--- src/rtl/stream_framer_if.sv ---
// AXI4-Stream style bundle shared by the framer's input and output sides.
// The master drives payload and valid; the slave answers with ready.
interface stream_framer_if #(
  parameter int TDATA_NUM_BYTES = 8
);
  logic [TDATA_NUM_BYTES*8-1:0] tdata;
  logic [4:0]                   tdest;
  logic [4:0]                   tid;
  logic [8:0]                   tkeep;
  logic [8:0]                   tstrb;
  logic [8:0]                   tuser;
  logic                         tlast;
  logic                         tvalid;
  logic                         tready;

  modport master (
    output tdata, tdest, tid, tkeep, tstrb, tuser, tlast, tvalid,
    input  tready
  );

  modport slave (
    input  tdata, tdest, tid, tkeep, tstrb, tuser, tlast, tvalid,
    output tready
  );
endinterface

--- src/rtl/stream_framer.sv ---
// Cuts an input stream into frames of cfg_len beats, forcing tlast on the final beat,
// through a 2-entry skid buffer whose head register drives the output directly.
module stream_framer #(
  parameter int TDATA_NUM_BYTES = 8
) (
  input  logic               s_axis_aclk,
  input  logic               s_axis_areset,
  stream_framer_if.slave     in,
  stream_framer_if.master    out,
  input  logic [31:0]        cfg_len,
  input  logic               cfg_start,
  output logic               busy,
  output logic               done,
  output logic               short_err,
  output logic               len_err
);

  typedef enum logic [1:0] {
    IDLE  = 2'd0,
    RUN   = 2'd1,
    DRAIN = 2'd2
  } state_t;

  localparam int BEAT_W = TDATA_NUM_BYTES*8 + 38;

  state_t              state_r;
  state_t              state_nxt_s;
  logic [31:0]         len_q_r;
  logic [31:0]         cnt_r;
  logic [1:0]          occ_r;
  logic [BEAT_W-1:0]   head_r;
  logic [BEAT_W-1:0]   skid_r;
  logic [BEAT_W-1:0]   beat_s;
  logic                push_s;
  logic                pop_s;
  logic                at_end_s;
  logic                last_s;
  logic                start_ok_s;
  logic                start_bad_s;
  logic                fin_s;
  logic                done_r;
  logic                short_err_r;
  logic                len_err_r;

  // Ready only while framing and the skid entry is still free.
  assign in.tready   = (state_r == RUN) && (occ_r != 2'd2);
  assign push_s      = in.tvalid & in.tready;
  assign out.tvalid  = (occ_r != 2'd0);
  assign pop_s       = out.tvalid & out.tready;
  assign at_end_s    = (cnt_r == (len_q_r - 32'd1));
  assign last_s      = at_end_s | in.tlast;
  assign beat_s      = {in.tdata, in.tdest, in.tid, in.tkeep, in.tstrb, in.tuser, last_s};
  assign start_ok_s  = (state_r == IDLE) && cfg_start && (cfg_len != 32'd0);
  assign start_bad_s = (state_r == IDLE) && cfg_start && (cfg_len == 32'd0);
  assign fin_s       = (state_r == DRAIN) && pop_s && out.tlast;

  assign {out.tdata, out.tdest, out.tid, out.tkeep, out.tstrb, out.tuser, out.tlast} = head_r;

  assign busy      = (state_r != IDLE);
  assign done      = done_r;
  assign short_err = short_err_r;
  assign len_err   = len_err_r;

  // State register.
  always_ff @(posedge s_axis_aclk or posedge s_axis_areset) begin
    if (s_axis_areset) begin
      state_r <= IDLE;
    end else begin
      state_r <= state_nxt_s;
    end
  end

  // Next-state decode: the terminating push leaves RUN, the downstream tlast leaves DRAIN.
  always_comb begin
    state_nxt_s = state_r;
    case (state_r)
      IDLE: begin
        if (start_ok_s) state_nxt_s = RUN;
        else            state_nxt_s = IDLE;
      end
      RUN: begin
        if (push_s && last_s) state_nxt_s = DRAIN;
        else                  state_nxt_s = RUN;
      end
      DRAIN: begin
        if (fin_s) state_nxt_s = IDLE;
        else       state_nxt_s = DRAIN;
      end
      default: state_nxt_s = IDLE;
    endcase
  end

  // Frame length, beat counter and status flags.
  always_ff @(posedge s_axis_aclk or posedge s_axis_areset) begin
    if (s_axis_areset) begin
      len_q_r     <= 32'd0;
      cnt_r       <= 32'd0;
      done_r      <= 1'b0;
      short_err_r <= 1'b0;
      len_err_r   <= 1'b0;
    end else begin
      done_r    <= fin_s;
      len_err_r <= start_bad_s;
      if (start_ok_s) begin
        len_q_r     <= cfg_len;
        cnt_r       <= 32'd0;
        short_err_r <= 1'b0;
      end else if (push_s) begin
        cnt_r <= cnt_r + 32'd1;
        if (in.tlast && !at_end_s) begin
          short_err_r <= 1'b1;
        end else begin
          short_err_r <= short_err_r;
        end
      end else begin
        cnt_r <= cnt_r;
      end
    end
  end

  // Skid buffer: head feeds the output, skid catches a beat when the head is stalled.
  always_ff @(posedge s_axis_aclk or posedge s_axis_areset) begin
    if (s_axis_areset) begin
      occ_r  <= 2'd0;
      head_r <= '0;
      skid_r <= '0;
    end else begin
      case (occ_r)
        2'd0: begin
          if (push_s) begin
            head_r <= beat_s;
            occ_r  <= 2'd1;
          end else begin
            occ_r  <= 2'd0;
          end
        end
        2'd1: begin
          if (push_s && pop_s) begin
            head_r <= beat_s;
          end else if (push_s) begin
            skid_r <= beat_s;
            occ_r  <= 2'd2;
          end else if (pop_s) begin
            occ_r  <= 2'd0;
          end else begin
            occ_r  <= 2'd1;
          end
        end
        2'd2: begin
          if (pop_s) begin
            head_r <= skid_r;
            occ_r  <= 2'd1;
          end else begin
            occ_r  <= 2'd2;
          end
        end
        default: occ_r <= 2'd0;
      endcase
    end
  end

endmodule

--- src/flat_wrapper.sv ---
// flat-port wrapper written by rule: the top's interface ports become plain ports
module stream_framer_flat 
#(
  parameter int TDATA_NUM_BYTES = 8
)
  (s_axis_aclk, s_axis_areset, cfg_len, cfg_start, busy, done, short_err, len_err, in_tdata, in_tdest, in_tid, in_tkeep, in_tstrb, in_tuser, in_tlast, in_tvalid, in_tready, out_tdata, out_tdest, out_tid, out_tkeep, out_tstrb, out_tuser, out_tlast, out_tvalid, out_tready);
  stream_framer_if #(.TDATA_NUM_BYTES(TDATA_NUM_BYTES)) in_i ();
  stream_framer_if #(.TDATA_NUM_BYTES(TDATA_NUM_BYTES)) out_i ();
  input  logic s_axis_aclk;
  input  logic s_axis_areset;
  input  logic [31:0] cfg_len;
  input  logic cfg_start;
  output logic busy;
  output logic done;
  output logic short_err;
  output logic len_err;
  input wire logic [$bits(in_i.tdata)-1:0] in_tdata;
  input wire logic [$bits(in_i.tdest)-1:0] in_tdest;
  input wire logic [$bits(in_i.tid)-1:0] in_tid;
  input wire logic [$bits(in_i.tkeep)-1:0] in_tkeep;
  input wire logic [$bits(in_i.tstrb)-1:0] in_tstrb;
  input wire logic [$bits(in_i.tuser)-1:0] in_tuser;
  input wire logic [$bits(in_i.tlast)-1:0] in_tlast;
  input wire logic [$bits(in_i.tvalid)-1:0] in_tvalid;
  output wire logic [$bits(in_i.tready)-1:0] in_tready;
  output wire logic [$bits(out_i.tdata)-1:0] out_tdata;
  output wire logic [$bits(out_i.tdest)-1:0] out_tdest;
  output wire logic [$bits(out_i.tid)-1:0] out_tid;
  output wire logic [$bits(out_i.tkeep)-1:0] out_tkeep;
  output wire logic [$bits(out_i.tstrb)-1:0] out_tstrb;
  output wire logic [$bits(out_i.tuser)-1:0] out_tuser;
  output wire logic [$bits(out_i.tlast)-1:0] out_tlast;
  output wire logic [$bits(out_i.tvalid)-1:0] out_tvalid;
  input wire logic [$bits(out_i.tready)-1:0] out_tready;
  assign in_i.tdata = in_tdata;
  assign in_i.tdest = in_tdest;
  assign in_i.tid = in_tid;
  assign in_i.tkeep = in_tkeep;
  assign in_i.tstrb = in_tstrb;
  assign in_i.tuser = in_tuser;
  assign in_i.tlast = in_tlast;
  assign in_i.tvalid = in_tvalid;
  assign in_tready = in_i.tready;
  assign out_tdata = out_i.tdata;
  assign out_tdest = out_i.tdest;
  assign out_tid = out_i.tid;
  assign out_tkeep = out_i.tkeep;
  assign out_tstrb = out_i.tstrb;
  assign out_tuser = out_i.tuser;
  assign out_tlast = out_i.tlast;
  assign out_tvalid = out_i.tvalid;
  assign out_i.tready = out_tready;
  stream_framer #(.TDATA_NUM_BYTES(TDATA_NUM_BYTES)) u_core (.s_axis_aclk(s_axis_aclk), .s_axis_areset(s_axis_areset), .in(in_i), .out(out_i), .cfg_len(cfg_len), .cfg_start(cfg_start), .busy(busy), .done(done), .short_err(short_err), .len_err(len_err));
endmodule
--- config.mk ---
export PLATFORM = sky130hd
export DESIGN_NAME = stream_framer_flat
export DESIGN_NICKNAME = d
export VERILOG_FILES = /design/src/rtl/stream_framer_if.sv /design/src/rtl/stream_framer.sv /design/src/flat_wrapper.sv
export SDC_FILE = /design/constraint.sdc
export NUM_CORES = 1
export LEC_CHECK = 0
export BUFFER_PORTS_ARGS = -buffer_cell sky130_fd_sc_hd__buf_2
export CAP_MARGIN = 20
export CORE_MARGIN = 10
export CORE_UTILIZATION = 50
export CTS_CLUSTER_DIAMETER = 50
export DETAILED_ROUTE_END_ITERATION = 10
export PLACE_DENSITY = 0.74
export SLEW_MARGIN = 20
export SYNTH_ARGS = -nofsm -noshare
export SYNTH_HDL_FRONTEND = slang
export SYNTH_SLANG_ARGS = --single-unit
--- constraint.sdc ---
create_clock -name s_axis_aclk -period 7.8 [get_ports s_axis_aclk]
set_input_delay 0.78 -clock s_axis_aclk [delete_from_list [all_inputs] [get_ports s_axis_aclk]]
set_output_delay 0.78 -clock s_axis_aclk [all_outputs]
set_load 0.05 [all_outputs]
After elaboration in Yosys (flattened, before gate mapping)
Cells that the tools add are included.
{"block": "totals", "in_bits": 139, "ff_bits": 275}
{"block": "op_classes", "eq_ne": 10, "muxes": 19, "bitwise": 4, "reduce_logical": 22, "n_addsub": 2}
{"operator": "$mux W102", "n": 3}
{"operator": "$pmux W102 S3", "n": 1}
{"operator": "$mux W32", "n": 2}
{"operator": "$add A32 B1 Y32 const B", "n": 1}
{"operator": "$eq A32 B32 Y1", "n": 1}
{"operator": "$logic_not A32 Y1", "n": 1}
{"operator": "$reduce_bool A32 Y1", "n": 1}
{"operator": "$sub A32 B1 Y32 const B", "n": 1}
{"operator": "$pmux W2 S3", "n": 2}
{"operator": "$mux W2", "n": 5}
{"operator": "$logic_and A1 B1 Y1", "n": 9}
{"operator": "$reduce_bool A2 Y1", "n": 4}
{"operator": "$mux W1", "n": 6}
{"operator": "$ne A2 B1 Y1 const B", "n": 3}
{"operator": "$eq A2 B1 Y1 const B", "n": 2}
{"operator": "$eq A2 B2 Y1 const B", "n": 2}
{"operator": "$logic_not A2 Y1", "n": 2}
{"operator": "$ne A2 B2 Y1 const B", "n": 2}
{"operator": "$reduce_and A4 Y1", "n": 1}
{"operator": "$reduce_and A3 Y1", "n": 1}
{"operator": "$reduce_bool A3 Y1", "n": 1}
{"operator": "$and A1 B1 Y1", "n": 2}
{"operator": "$reduce_and A2 Y1", "n": 1}
{"operator": "$logic_not A1 Y1", "n": 1}
{"operator": "2 further kinds", "n": 2}

Logic depth before layout (Yosys ltp)
Gate-level depths: netlist of the first run.
{"block": "logic_depth", "ltp_word": 7, "ltp_mapped": 11}

Worst setup path after synthesis of the first run
OpenSTA, ideal clock, no wires.
{"block": "synth_timing", "path_type": "register to register", "from": "reg u_core.occ_r[1]", "to": "reg u_core.head_r[0]", "arrival_ns": 2.825, "stages_incl_launch_ff": 10, "path_slack_ns": 4.834, "n_path_buf": 4, "cell_sequence": "dfrtp_1 clkbuf_1 nor2b_1 buf_2 nor2_1 nand2_1 o31ai_1 clkbuf_1 buf_1 a31oi_1"}
{"block": "synth_via", "elab_chain_len": 6}
{"item": "from (decl)", "line_no": "stream_framer.sv:30", "text": "logic [1:0] occ_r;"}
{"item": "from (signal assigned)", "line_no": "stream_framer.sv:124", "text": "occ_r <= 2'd0;"}
{"item": "from (signal assigned)", "line_no": "stream_framer.sv:132", "text": "occ_r <= 2'd1;"}
{"item": "from (signal assigned)", "line_no": "stream_framer.sv:134", "text": "occ_r <= 2'd0;"}
{"item": "$ne A2 B2 Y1 (*)", "line_no": "stream_framer.sv:46", "text": "assign in.tready = (state_r == RUN) && (occ_r != 2'd2);"}
{"item": "$logic_and A1 B1 Y1 (*)", "line_no": "stream_framer.sv:46"}
{"item": "named net in_tready", "line_no": "flat_wrapper.sv:25", "text": "output wire logic [$bits(in_i.tready)-1:0] in_tready;"}
{"item": "$and A1 B1 Y1 (*)", "line_no": "stream_framer.sv:47", "text": "assign push_s = in.tvalid & in.tready;"}
{"item": "$logic_and A1 B1 Y1", "line_no": "stream_framer.sv:138", "text": "if (push_s && pop_s) begin"}
{"item": "$ne A2 B1 Y1 (no source line)"}
{"item": "$reduce_and A4 Y1 (no source line) (*)"}
{"item": "to (signal assigned)", "line_no": "stream_framer.sv:131", "text": "head_r <= beat_s;"}
{"item": "to (signal assigned)", "line_no": "stream_framer.sv:139", "text": "head_r <= beat_s;"}
{"item": "to (signal assigned)", "line_no": "stream_framer.sv:151", "text": "head_r <= skid_r;"}
{"item": "to (decl)", "line_no": "stream_framer.sv:31", "text": "logic [BEAT_W-1:0] head_r;"}
Mark *: on every way through the listed nets, which the timed path passes. The rest lies on a longest branch.
A chain may end at the register's enable or synchronous reset.

Worst setup path after layout of the first run
{"block": "layout_timing", "from": "reg u_core.occ_r[1]", "to": "reg u_core.skid_r[25]"}
{"block": "layout_via", "elab_chain_len": 6}
{"item": "$ne A2 B2 Y1", "line_no": "stream_framer.sv:46"}
{"item": "$logic_and A1 B1 Y1", "line_no": "stream_framer.sv:46"}
{"item": "$and A1 B1 Y1", "line_no": "stream_framer.sv:47"}
{"item": "$logic_and A1 B1 Y1", "line_no": "stream_framer.sv:138"}
{"item": "$not A1 Y1 (no source line)"}
{"item": "$reduce_and A3 Y1 (no source line) (*)"}
{"item": "to (signal assigned)", "line_no": "stream_framer.sv:141", "text": "skid_r <= beat_s;"}
{"item": "to (decl)", "line_no": "stream_framer.sv:32", "text": "logic [BEAT_W-1:0] skid_r;"}
Mark *: on every way between the ends. The rest lies on a longest branch, timed or not.

==> results of run 1 <==
## final timing paths
kind	to	start	cells past startpoint
max	u_core.skid_r[25]$_DFFE_PP0P_	u_core.occ_r[1]$_DFFE_PP0P_	7
min in group s_axis_aclk	u_core.skid_r[67]$_DFFE_PP0P_	u_core.skid_r[67]$_DFFE_PP0P_	1
min	u_core.head_r[84]$_DFFE_PP0P_	s_axis_areset	2
min reg2reg	u_core.skid_r[67]$_DFFE_PP0P_	u_core.skid_r[67]$_DFFE_PP0P_	1
max reg2reg	u_core.skid_r[25]$_DFFE_PP0P_	u_core.occ_r[1]$_DFFE_PP0P_	7
max in group asynchronous	u_core.head_r[27]$_DFFE_PP0P_	s_axis_areset	3
## routing by layer
| layer | vias up | global-route usage |
|---|---|---|
| met1 | 4785 | 0.258 |
| met3 | 50 | 0.0508 |
| met5 | - | 0 |
| li1 | 4689 | - |
| met4 | 0 | 0.0620 |
| met2 | 276 | 0.325 |
## power breakdown
group          internal, mW  switching (mW)
Sequential             2.05           0.463
Combinational         0.889            1.87
Clock                 0.976           0.596
Total                  3.92            2.93
## cell families (layout without fill, tap and decap cells)
logic type	Yosys count	after routing	share of synthesized area
XOR/XNOR	67	67	0.0464
buffers and inverters	81	324	0.0261
other	0	5	0
AO/OA/AOI/OAI	154	154	0.0792
adder cells (fa/ha/maj)	2	2	0.00198
flip-flops	275	275	0.544
multiplexers	133	133	0.118
AND/OR/NAND/NOR	512	512	0.184
## Yosys cell counts, drive strengths merged, types with 3 or more instances
library cell and instances:
a211oi 4, a21oi 17, a31oi 105, and2 5, and3 9, buf 23
clkbuf 47, dfrtp 275, inv 11, mux2 131, nand2 230, nand2b 6
nand3 21, nand3b 5, nand4 14, nor2 159, nor2b 6, nor3 19
nor3b 3, nor4 18, o21ai 9, or2 3, or3 7, xnor2 32
xor2 35
## stage by stage
step / instance area (µm²) / std cells / hold slack [ns]
final: 15300 / 1802 / 0.409
after global routing: 15300 / 1799 / 0.452
after CTS: 15300 / 1797 / 0.416
after detailed placement: 14100 / 1739 / 0.492
after global placement: 14100 / 1739 / 0.486
after floorplan: 12700 / 1224 / 0.479
## placed cells by master, fill, tap and decap left out, drive strengths merged, types with 3 or more instances in the layout
cell / synthesis / final
a211oi: 4 / 4
a21oi: 17 / 17
a31oi: 105 / 105
and2: 5 / 5
and3: 9 / 9
buf: 23 / 255
clkbuf: 47 / 47
clkinv: 0 / 4
clkinvlp: 0 / 4
dfrtp: 275 / 275
diode: 0 / 5
inv: 11 / 12
mux2: 131 / 131
nand2: 230 / 230
nand2b: 6 / 6
nand3: 21 / 21
nand3b: 5 / 5
nand4: 14 / 14
nor2: 159 / 159
nor2b: 6 / 6
nor3: 19 / 19
nor3b: 3 / 3
nor4: 18 / 18
o21ai: 9 / 9
or2: 3 / 3
or3: 7 / 7
xnor2: 32 / 32
xor2: 35 / 35
## final cells by class
cell class / instances / area [µm²] / share of cell area
clock inverters: 11 / 123 / 0.00802
clock buffers: 47 / 1010 / 0.0663
diodes: 5 / 12.5 / 0.000819
flip-flops and latches: 275 / 6880 / 0.450
multi-input cells: 868 / 5480 / 0.359
well taps: 330 / 413 / 0.0270
inverters: 11 / 45.0 / 0.00295
repair buffers: 255 / 1310 / 0.0858
## flip-flops by register name, summed over array words and instances, names as in the netlist
name              count
u_core.cnt_r         32
u_core.skid_r       102
u_core.short_err      1
u_core.done           1
u_core.head_r       102
u_core.occ_r          2
u_core.len_err        1
u_core.state_r        2
u_core.len_q_r       32
## worst max-delay path, stage by stage, from the launching register on
cell and delay (ns):
dfrtp_1 0.52, nor2b_4 0.80, nor2_1 0.16, nand2_1 0.22, nor2_1 0.14, nand2_4 0.36
buf_4 0.82, mux2_2 0.43
==> flow_summary.toml, run 1 <==
[outcome]
status = "complete, no violations"

[floorplanning]
start_util = 0.505
die_h_um = 179
dieArea_um2 = 32100
core_um2 = 25000
num_rows = 58
ios = 247
chipWidth_um = 179

[synthesis]
synthFlopType = "dfrtp_1"
synth-async-reset-ratio = 1.00
seq_area_frac_synth = 0.544
synth_area_leaders = "dfrtp_1, mux2_2, nand2_1, a31oi_1, nor2_1"
synth_area_leader_cell = "dfrtp_1"
syn-cell-area_um2 = 12600
avgSynthCellArea_um2 = 10.3
synthCells = 1224
synth_cell_type_count = 55
synth_warnings = 0
ys_seq_elements = 275
synth_top_area_share = 0.544
syn_nets = 1365
synth_edf_count = 0

[timing]
skew_ns = 0.0118
setup_viol = 0
layout_min_cycle_time_ns = 3.69
max_freq_mhz = 271
fin_ws_ns = 4.11
fin_setup_tns_ns = 0
slew_viol_final = 0
grt_setup_unrepaired = "false"
min_period_over_period = 0.473
maxSlewHeadroom = 0.321
finalHoldViolations = 0
tightest_slew_ns = 1.02

[route]
drt_iter0_markers = 753
wl_met2_mm = 15.9
top_layer = "met4"
wl_met3_mm = 2.20
drtPass1Iterations = 5
post_drt_wl_per_cell_um = 18.1
m1WireLength_mm = 13.7
routed_wl_mm = 32.5
drtAntennaViolNets = 0
drc_errors = 0
viasPerCell = 5.44
num_vias = 9800

[placement]
portBuffers = 246
place_congestion = 0.841
dp_slack_ns = 4.11
hpwl_mm = 22.1

[hold_path]
hp-class = "primary input to async pin"

[pwr]
fin_total_pwr_mw = 6.85
p_leak_nw = 6.86
ir_drop_mv = 0.328
power_density_nw_per_um2 = 448

[clock_tree]
root_buffer = "clkbuf_16"
numCtsBuffers = 34
cts_tree = "done"
cts_hold_buf = 0
post_cts_resized = 0
insertion_delay_ns = 0.50
clk_pin_slew_ns = 0.06
clock-sinks = 275
cts_setup_buffers = 0
clockBufferDepth = 3
htreeDepth = 2

[critical_path]
r2r_setup_slack_ns = 4.11
critPathKind = "flip-flop to flip-flop"
cp.arrival_ns = 4.06
critPathLaunchType = "flip-flop"
critPathMaxFanout = 73
worstPathRequired_ns = 8.17
cp-end-kind = "flip-flop"

[global_routing]
grt_remaining_overflow = 0
grt_max_degree = 176
grtUsageTotal = 0.200
first_global_vias = 10100
grt_pass1_wl_mm = 52.6
antenna_found_initial = 6

[finish]
area_delta_synth_final_pct = 20.8
utilization = 0.610
drive_gt1_frac = 0.318
fin_nets = 1586
fillers = 2079

[run]
cap_violations = 0
Note: power is estimated with default switching activity, not from simulation.
==> inputs of run 2 (changes only) <==
--- a/config.mk
+++ b/config.mk
@@ -5,13 +5,14 @@
 export SDC_FILE = /design/constraint.sdc
 export NUM_CORES = 1
 export LEC_CHECK = 0
+export ABC_AREA = 1
 export BUFFER_PORTS_ARGS = -buffer_cell sky130_fd_sc_hd__buf_2
 export CAP_MARGIN = 20
 export CORE_MARGIN = 10
-export CORE_UTILIZATION = 50
+export CORE_UTILIZATION = 56
 export CTS_CLUSTER_DIAMETER = 50
 export DETAILED_ROUTE_END_ITERATION = 10
-export PLACE_DENSITY = 0.74
+export PLACE_DENSITY = 0.78
 export SLEW_MARGIN = 20
 export SYNTH_ARGS = -nofsm -noshare
 export SYNTH_HDL_FRONTEND = slang
==> constraint.sdc (replaced) <==
create_clock -name s_axis_aclk -period 3.5 [get_ports s_axis_aclk]
set_input_delay 0.35 -clock s_axis_aclk [delete_from_list [all_inputs] [get_ports s_axis_aclk]]
set_output_delay 0.35 -clock s_axis_aclk [all_outputs]
set_load 0.05 [all_outputs]
==> run 2 against run 1 <==
  * Largest cell class unchanged
  * Sequential power up 120%
  * Cell area increased by 3.9%
  * Global-route usage grew 3.5 points
  * Non-clock buffer count grew 3
  * Highest routed layer is now met5
==> flow_summary.toml, run 2 <==
[synthesis]
synth_compound_area_frac = 0.0847
netlist_top_cells_count = "nand2_1, dfrtp_1, nor2_1, inv_1, a31oi_1"
syn-cell-area_um2 = 13200
synth_edf_count = 0
synthAdderAreaFrac = 0.00189
seq_area_frac_synth = 0.520
ys_seq_elements = 275
synth_cell_type_count = 38
synth_top_area_share = 0.520
synth-xor-area-share = 0.0236
synthCells = 1705
synthMuxAreaShare = 0
yosysMostFrequentCell = "nand2_1"
synth-async-reset-ratio = 1.00
synth_warnings = 0
synth_area_leaders = "dfrtp_1, nand2_1, nor2_1, a31oi_1, inv_1"
syn_nets = 1846
synthFlopType = "dfrtp_1"
avgSynthCellArea_um2 = 7.77
synth_simple_gate_area_frac = 0.314
synth_top_family_by_area = "simple AND/OR/NAND/NOR gates"
synth_area_leader_cell = "dfrtp_1"

[floorplanning]
start_util = 0.566
dieArea_um2 = 30200
core_um2 = 23400
num_rows = 56
ios = 247
chipWidth_um = 174
die_h_um = 174

[finish]
mostFrequentLayoutCells = "nand2_1, dfrtp_1, buf_2, nor2_1"
layout_top_registers = "u_core.head_r: 102 flops, u_core.skid_r: 102 flops"
fin_cells = 2263
layout_commonest_cell = "nand2_1"
area_delta_synth_final_pct = 19.9
fin_nets = 2061
fillers = 1974
drive_gt1_frac = 0.184
utilization = 0.679

[global_routing]
first_global_vias = 11600
grt_pass1_wl_mm = 59.3
antenna_found_initial = 4
grtUsageTotal = 0.235
grt_remaining_overflow = 0
grt_max_degree = 133

[timing]
finalHoldViolations = 0
maxSlewHeadroom = 0.413
layout_min_cycle_time_ns = 2.69
max_freq_mhz = 372
fin_ws_ns = 0.811
fin_setup_tns_ns = 0
setup_viol = 0
skew_ns = 0.0144
slew_viol_final = 0
grt_setup_unrepaired = "false"
min_period_over_period = 0.768
tightest_slew_ns = 0.880

[placement]
place_congestion = 0.915
hpwl_mm = 24.6
place_inst = 2203
dp_slack_ns = 0.797
portBuffers = 246

[route]
drtAntennaViolNets = 0
post_drt_wl_per_cell_um = 16.0
num_vias = 11800
drtPass1Iterations = 7
drt_iter0_markers = 1067
routed_wl_mm = 36.1
drc_errors = 0
viasPerCell = 5.23

[pwr]
seqPwrFrac = 0.351
ir_drop_mv = 0.832
p_int_mw = 8.51
power_density_nw_per_um2 = 982
fin_total_pwr_mw = 15.6
p_leak_nw = 8.12
p_switching_mw = 7.10
p_clk_frac = 0.229
swShare = 0.455
p_comb_frac = 0.419

[critical_path]
critPathKind = "flip-flop to flip-flop"
cp-end-kind = "flip-flop"
critPathLaunchType = "flip-flop"
crit_end = "u_core.head_r[12]$_DFFE_PP0P_"
rr_worst_depth = 8
critPathMaxFanout = 111
r2r_end = "u_core.head_r[12]$_DFFE_PP0P_"
worstReg2RegStart = "u_core.state_r[1]$_DFF_PP0_"
cp-startpoint = "u_core.state_r[1]$_DFF_PP0_"
r2r_setup_slack_ns = 0.81
cp.arrival_ns = 3.11
worstPathRequired_ns = 3.92

[hold_path]
hp-class = "primary input to async pin"

[outcome]
status = "complete, no violations"

[clock_tree]
post_cts_resized = 0
clockBufferDepth = 3
numCtsBuffers = 34
cts_hold_buf = 0
cts_tree = "done"
clk_pin_slew_ns = 0.06
insertion_delay_ns = 0.51
root_buffer = "clkbuf_16"
cts_setup_buffers = 0
clock-sinks = 275
htreeDepth = 2

[run]
cap_violations = 0
[run 2: changes by cell type in the layout (fill, tap and decap cells not counted), sizes merged, moves of 24 or more]
cell,change
o21ai,+47
mux2,-131
inv,+101
nand3,+33
xnor2,-24
nand2,+469
nor2,+55
[run 2: through the flow]
step | instance area [µm²] | hold WS (ns)
floorplan | 13200 | 0.449
global placement | 14700 | 0.461
detailed placement | 14700 | 0.465
CTS | 15900 | 0.0352
global route | 15900 | 0.0520
finish | 15900 | 0.0282
[run 2: layout make-up]
| type | instances | area [µm²] | share of cell area |
|---|---|---|---|
| Antenna cell | 3 | 7.51 | 0.000473 |
| Timing Repair Buffer | 258 | 1380 | 0.0868 |
| Clock buffer | 47 | 1000 | 0.0630 |
| Inverter | 112 | 432 | 0.0272 |
| Sequential cell | 275 | 6880 | 0.433 |
| Tap cell | 319 | 399 | 0.0251 |
| Clock inverter | 10 | 151 | 0.00953 |
| Multi-Input combinational cell | 1239 | 5630 | 0.355 |
[run 2: layer usage]
metal / GRT usage / wire (µm) / vias up
li1: - / - / 5857
met1: 0.304 / 15200 / 5506
met2: 0.376 / 16900 / 396
met3: 0.0625 / 2920 / 74
met4: 0.0766 / 1050 / 2
met5: 0 / 7 / -
[run 2: worst min-delay path by stage]
| stage | from | end | slack (ns) | cells after the start |
|---|---|---|---|---|
| final | s_axis_areset | u_core.head_r[79]$_DFFE_PP0P_ | 0.03 | 3 |
| after global routing | in_tdata[11] | u_core.skid_r[49]$_DFFE_PP0P_ | 0.05 | 3 |
| after CTS | in_tkeep[7] | u_core.skid_r[26]$_DFFE_PP0P_ | 0.04 | 3 |
| after detailed placement | u_core.skid_r[40]$_DFFE_PP0P_ | u_core.skid_r[40]$_DFFE_PP0P_ | 0.47 | 2 |
| after global placement | u_core.skid_r[95]$_DFFE_PP0P_ | u_core.skid_r[95]$_DFFE_PP0P_ | 0.46 | 2 |
| after floorplan | u_core.skid_r[100]$_DFFE_PP0P_ | u_core.skid_r[100]$_DFFE_PP0P_ | 0.45 | 2 |
[run 2: worst max-delay path, stage by stage, from the launching register on]
cell,delay (ns)
dfrtp_1,0.41
nor2_1,0.18
nand3_2,0.30
nor2_1,0.31
o21ai_1,0.20
inv_6,0.57
buf_4,0.37
nor2_1,0.07
a31oi_1,0.18
[run 2: cells by family (layout without fill, tap and decap cells)]
kind of cell | Yosys count | in the layout
DFF | 275 | 275
and+or+nand+nor | 1012 | 1012
xor gates and xnor gates | 34 | 34
buffers and inverters | 191 | 427
AOI/OAI and AO/OA | 191 | 191
adders and majority gates | 2 | 2
other | 0 | 3
[run 2: power groups by stage]
stage | sequential [mW] | combinational, mW | clock, mW
after detailed placement | 5.48 | 6.58 | 0
after global placement | 5.46 | 6.42 | 0
after global routing | 5.65 | 7.19 | 3.78
after floorplan | 7.29 | 3.04 | 0
after CTS | 5.47 | 6.60 | 3.64
final | 5.48 | 6.54 | 3.58
